### src/rtl/updown_count_checker_pkg.sv
// Shared types and default constants for the up/down counter checker.
// State encodings are visible on the debug port, so they are fixed here.
package updown_count_checker_pkg;

    typedef enum logic [1:0] {
        IDLE  = 2'b00,
        TRACK = 2'b01,
        ERROR = 2'b10
    } state_e;

    localparam int unsigned DEF_WIDTH      = 3;
    localparam int unsigned DEF_STABLE_CYC = 2;
    localparam int unsigned DEF_WRAP_W     = 8;

endpackage

### src/rtl/updown_count_checker_cnt_sync_filter.sv
// Two-flop synchroniser for the ripple counter bus followed by a stability filter
// that strobes accept_o once a value has been seen unchanged for STABLE_CYC cycles.
module cnt_sync_filter
    import updown_count_checker_pkg::*;
#(
    parameter int unsigned WIDTH      = DEF_WIDTH,
    parameter int unsigned STABLE_CYC = DEF_STABLE_CYC
) (
    input  logic             clk,
    input  logic             rst,
    input  logic [WIDTH-1:0] val_i,
    output logic [WIDTH-1:0] val_o,
    output logic             accept_o
);

    localparam int unsigned SW = $clog2(STABLE_CYC + 1);

    logic [WIDTH-1:0] s1_q;
    logic [WIDTH-1:0] s2_q;
    logic [WIDTH-1:0] prev_q;
    logic [SW-1:0]    stab_q;
    logic [SW-1:0]    stab_d;
    logic             same;

    assign same  = (s2_q == prev_q);
    assign val_o = s2_q;

    // Accept is taken from the next-state so it fires in the cycle the count reaches the threshold.
    assign accept_o = same && (stab_q == SW'(STABLE_CYC - 1));

    always_comb begin
        stab_d = stab_q;
        if (!same) begin
            stab_d = '0;
        end else if (stab_q != SW'(STABLE_CYC)) begin
            stab_d = stab_q + 1'b1;
        end
    end

    always_ff @(posedge clk or negedge rst) begin
        if (!rst) begin
            s1_q   <= '0;
            s2_q   <= '0;
            prev_q <= '0;
            stab_q <= '0;
        end else begin
            s1_q   <= val_i;
            s2_q   <= s1_q;
            prev_q <= s2_q;
            stab_q <= stab_d;
        end
    end

endmodule

### config.mk
export PLATFORM = sky130hd
export DESIGN_NAME = cnt_sync_filter
export DESIGN_NICKNAME = d
export VERILOG_FILES = /design/src/rtl/updown_count_checker_pkg.sv /design/src/rtl/updown_count_checker_cnt_sync_filter.sv
export SDC_FILE = /design/constraint.sdc
export NUM_CORES = 1
export LEC_CHECK = 0
export ABC_AREA = 1
export CORE_AREA = 2 2 39 41
export CTS_BUF_LIST = sky130_fd_sc_hd__clkbuf_4
export CTS_CLUSTER_DIAMETER = 40
export DETAILED_ROUTE_END_ITERATION = 8
export DIE_AREA = 0 0 41 43
export PLACE_DENSITY_LB_ADDON = 0.2
export SLEW_MARGIN = 20
export SYNTH_ARGS = -nofsm -noshare
export SYNTH_HDL_FRONTEND = slang
export SYNTH_SLANG_ARGS = --single-unit
### constraint.sdc
create_clock -name clk -period 2.5 [get_ports clk]
set_clock_uncertainty 0.2 [all_clocks]
set_input_delay 0.625 -clock clk [delete_from_list [all_inputs] [get_ports clk]]
set_output_delay 0.625 -clock clk [all_outputs]
set_load 0.01 [all_outputs]
==> metrics.cfg, run 1 <==
[run_status]
outcome = complete, no violations

[power_and_ir_drop]
p_leak_nw = 0.277
clkPwrFrac_pct = 36.5
power.switching_uw = 68.6
powerDensity_mw_per_mm2 = 652
peakVddDrop_mv = 0.394
p_comb_share_pct = 7.5
seq_power_share_pct = 55.9
cell_internal_pwr_uw = 273
p_sw_share_pct = 20.1

[sta]
slew-limit-headroom_pct = 69.6
hold_viol_final = 0
setup_violations = 0
rsz0062_at_grt = false
max_clock_freq_ghz = 0.495
fin_crit_ps = 2020
fin_crit_sh_pct = 80.8
final.setup.tns_ps = 0
tightestPinTransition_ps = 454
drv_slew = 0

[die]
rows = 14
start_util_pct = 28.3
die_area_mm2 = 0.00176
core_mm2 = 0.00138
fp.dieH_um = 43
die-width_um = 41
pin_count = 9

[detailed_routing]
dr.pass1.iters = 2
drc = 0
drt-initial-drc-count = 1
vias = 241
totalWireLength_um = 489
ant_nets = 0
via_per_inst = 3.89
wire_per_inst_um = 7.89

[yosys]
avgSynthCellArea_um2 = 11.5
yosysSeqAreaShare_pct = 70.3
syn_inst = 34
ys_types = 9
ys_seq_elements = 11
synthesis.nets = 41
syn_area_um2 = 392
yosysWarnings = 0

[clock_tree]
cts.sink_count = 11
clock_latency_ps = 260
post_cts_resized = 0
max-clock-path-buffers = 2
cts_tree = built
numCtsBuffers = 3
path_clk_slew_ps = 60
htree_levels = 1
cts_root_buffer = clkbuf_4
postCtsSetupRepairBufs = 0
postCtsHoldBufs = 0

[critical_path]
path_delay_family = flip-flops
crit_chain = inv_1 -> nand2_1 -> nand2_1 -> nand3_1 -> nor2_1 -> dlymetal6s2s_1
cp.depth = 6
critPathLaunchType = register
reg2reg_depth = 5
arrival_ps = 1200
cp-end-kind = output port
r2r_start = stab_q[0]
crit_buf_inv = 2
crit_type = register to output port
rrSetupSlack_ps = 1280
cp_common_cell = nand2_1
cp_data_required_time_ps = 1670
cpPeakStageDelay_ps = 400
critPathMaxFanout = 4
cp_slowest_cell = dfrtp_1
r2r-end = stab_q[1]

[min_path]
hold_start = s1_q[1]
hold_class = register to register
min_delay_worst_endpoint = val_o[1]
worstHoldPathCells = 0

[placement]
io_buffers = 8
post_dp_cell_area_um2 = 492
gp_congestion = 0.610
place_hpwl_um = 390

[global_route]
grt_use_total_pct = 8.61
grt_max_degree = 12
antenna_found_initial = 0
grt_overflow = 0
grt_first_pass_wirelength_um = 966
grt_pass1_vias = 263

[cells_and_area]
final_area_um2 = 524
antenna_cells = 0
layout-drive-gt1-share_pct = 8.70
areaGrowthSynthToFinish_pct = 33.9
final_nets = 54

[job]
cap_violations = 0

==> registers in the layout (all words and copies together), names as in the netlist <==
| signal | flops |
|---|---|
| stab_q | 2 |
| val_o | 3 |
| prev_q | 3 |
| s1_q | 3 |
==> worst max path at each step <==
stage	start	end	slack, ps
4_1_cts	val_o[0]	accept_o	60
5_1_grt	val_o[1]	accept_o	340
3_3_place_gp	val_o[1]	accept_o	400
6_report	val_o[0]	accept_o	480
2_1_floorplan	val_o[0]	accept_o	840
3_5_place_dp	val_o[0]	accept_o	350
==> power groups by stage <==
stage	logic [mW]	registers (mW)	clock network, mW
floorplan	0.00907	0.195	0
global placement	0.0259	0.194	0
detailed placement	0.0265	0.195	0
CTS	0.0266	0.191	0.131
global route	0.0295	0.192	0.142
finish	0.0256	0.191	0.125
==> cell usage in the layout (no fill, tap or decap) <==
cell / Yosys / layout
inv_1: 7 / 7
nand2_1: 6 / 6
a21oi_1: 1 / 1
clkdlybuf4s50_1: 0 / 7
dlymetal6s2s_1: 0 / 1
nand3_1: 1 / 1
nor2_1: 4 / 4
xor2_1: 1 / 1
xnor2_1: 1 / 1
dfrtp_1: 11 / 11
clkbuf_4: 0 / 4
ha_1: 2 / 2
==> layer usage <==
layer | vias up | wire length [um] | track usage (%) | share of wire (%)
li1 | 122 | - | - | -
met1 | 110 | 205 | 9.97 | 42
met2 | 7 | 243 | 11.6 | 50
met3 | 2 | 32 | 3.14 | 6.5
met4 | 0 | 8 | 8.00 | 1.6
met5 | - | 0 | 0 | 0
==> cells by family after synthesis <==
kind of cell	after synthesis	synth area share (%)
XOR/XNOR	2	4.47
AO/OA/AOI/OAI	1	1.28
buffers and inverters	7	6.71
flip-flops	11	70.3
adder cells (fa/ha/maj)	2	6.39
AND/OR/NAND/NOR	11	10.9
==> final cells by class <==
type	instances	area (um^2)
fill	142	860
tap	16	20.0
inverter	7	26.3
clock buffer	4	30.0
multi-input combinational	16	90.1
sequential	11	275
timing repair buffer	8	82.6
==> stage by stage <==
stage | total power [mW] | worst slack (ps) | hold WS [ps] | std cells | util, %
after global placement | 0.220 | 396 | 134 | 58 | 35.5
after global routing | 0.364 | 339 | 159 | 62 | 37.9
after floorplan | 0.204 | 835 | 129 | 34 | -
final | 0.342 | 479 | 150 | 62 | 37.9
after CTS | 0.349 | 64.6 | 154 | 62 | 37.7
after detailed placement | 0.221 | 352 | 139 | 58 | 35.5
==> synthesized netlist by cell type <==
library cell	number	area, um^2
xor2_1	1	8.76
a21oi_1	1	5.00
nor2_1	4	15.0
ha_1	2	25.0
nand2_1	6	22.5
nand3_1	1	5.00
dfrtp_1	11	275
xnor2_1	1	8.76
inv_1	7	26.3
No activity file was read; power rests on OpenSTA's default activity.
==> inputs of run 2 (changes only) <==
==> constraint.sdc (replaced) <==
create_clock -name clk -period 1.8 [get_ports clk]
set_clock_uncertainty 0.2 [all_clocks]
set_input_delay 0.45 -clock clk [delete_from_list [all_inputs] [get_ports clk]]
set_output_delay 0.45 -clock clk [all_outputs]
set_load 0.01 [all_outputs]
==> run 2 against run 1 <==
Core utilization increased by 2.8 points. Clock power up 39%. Critical path depth decreased by 2. Clock-buffer cell count is the same. Worst setup slack lost 450 ps. Critical path type unchanged. Critical endpoint unchanged. Largest cell class unchanged. Highest routed layer unchanged.
==> metrics.cfg, run 2 (same netlist as run 1, synthesis figures left out) <==
[run_status]
outcome = complete, no violations

[critical_path]
rrSetupSlack_ps = 470
crit_chain = xnor2_1 -> nand3_2 -> nor2_1 -> buf_2
reg2reg_depth = 6
path_delay_family = flip-flops
r2r-end = stab_q[1]
crit_buf_inv = 1
cp_slowest_cell = dfrtp_1
cp_data_required_time_ps = 1150
cpPeakStageDelay_ps = 390
critPathMaxFanout = 2
arrival_ps = 1120
r2r_start = stab_q[0]
crit_type = register to output port
cp-end-kind = output port
critPathLaunchType = register

[sta]
drv_slew = 0
slew-limit-headroom_pct = 68.9
hold_viol_final = 0
setup_violations = 0
rsz0062_at_grt = true
max_clock_freq_ghz = 0.565
tightestPinTransition_ps = 466
holdWs_ps = 148
fin_crit_sh_pct = 98.2
fin_crit_ps = 1770
worst_slack_ps = 31.6

[cells_and_area]
final_nets = 60
antenna_cells = 0
final_cell_mix = 11 x dfrtp_1, 7 x inv_1, 6 x nand2_1, 6 x buf_4
areaGrowthSynthToFinish_pct = 43.8
layout_commonest_cell = dfrtp_1
layout-drive-gt1-share_pct = 23.1

[global_route]
grt_overflow = 0
grt_first_pass_wirelength_mm = 1.10
grt_use_total_pct = 9.82
grt_max_degree = 12
antenna_found_initial = 0
grt_pass1_vias = 264

[clock_tree]
postCtsHoldBufs = 0
cts_root_buffer = clkbuf_4
cts_tree = built
path_clk_slew_ps = 60
clock_latency_ps = 260
post_cts_resized = 7
numCtsBuffers = 3
htree_levels = 1
max-clock-path-buffers = 2
postCtsSetupRepairBufs = 0
cts.sink_count = 11

[die]
die-width_um = 41
core_mm2 = 0.00138
start_util_pct = 28.3
pin_count = 9
fp.dieH_um = 43
die_area_mm2 = 0.00176
rows = 14

[min_path]
hold_class = register to register
min_delay_worst_endpoint = val_o[2]
hold_start = s1_q[2]
worstHoldPathCells = 0

[power_and_ir_drop]
cell_internal_pwr_uw = 384
p_sw_share_pct = 20.5
seq_power_share_pct = 54.8
p_leak_nw = 0.294
p_comb_share_pct = 9.2
powerDensity_mw_per_mm2 = 858
clkPwrFrac_pct = 36.0
peakVddDrop_mv = 0.427
power.switching_uw = 98.9

[detailed_routing]
dr.pass1.iters = 1
totalWireLength_um = 576
wire_per_inst_um = 8.47
drt-initial-drc-count = 0
ant_nets = 0
via_per_inst = 3.93
vias = 267
drc = 0

[placement]
place_hpwl_um = 470
gp_congestion = 0.621
io_buffers = 8
dp_slack_ps = -110

[job]
cap_violations = 0

[run 2: routing by layer]
layer / global-route usage [%] / wire length [um]
met5: 0 / 0
met4: 10.0 / 8
met3: 1.57 / 34
met2: 12.8 / 294
met1: 12.6 / 238
[run 2: how the worst max path moves through the flow]
stage	from	end	slack, ps	cells past startpoint
detailed placement	val_o[1]	accept_o	-110	6
global route	val_o[1]	accept_o	-100	6
global placement	val_o[1]	accept_o	-90	6
floorplan	val_o[0]	accept_o	310	5
finish	val_o[2]	accept_o	30	4
CTS	val_o[0]	accept_o	3	6
[run 2: cell type report]
type	instances	area [um^2]
Fill cell	144	821
Sequential cell	11	275
Timing Repair Buffer	14	116
Multi-Input combinational cell	16	95.1
Clock buffer	4	30.0
Inverter	7	26.3
Tap cell	16	20.0
[run 2: power groups by stage]
stage	clock network (mW)	logic, mW	registers (mW)
global route	0.202	0.0501	0.267
finish	0.174	0.0444	0.265
floorplan	0	0.0126	0.271
detailed placement	0	0.0472	0.270
global placement	0	0.0457	0.269
CTS	0.184	0.0446	0.265
[run 2: through the flow]
step                area (um^2)  instances  TNS (ps)  power, mW  util (%)
floorplan                   392         34         0      0.284         -
global placement            537         64     -89.6      0.314      38.8
detailed placement          537         64      -110      0.317      38.8
CTS                         558         68         0      0.493      40.3
global route                563         68     -99.1      0.518      40.7
finish                      563         68         0      0.483      40.7
==> inputs of run 3 (changes only) <==
--- a/config.mk
+++ b/config.mk
@@ -6,6 +6,7 @@
 export NUM_CORES = 1
 export LEC_CHECK = 0
 export ABC_AREA = 1
+export ABC_CLOCK_PERIOD_IN_PS = 1800
 export CORE_AREA = 2 2 39 41
 export CTS_BUF_LIST = sky130_fd_sc_hd__clkbuf_4
 export CTS_CLUSTER_DIAMETER = 40
==> results of run 3 <==
No change in the layout: final DEF, timing and power equal those of run 2.
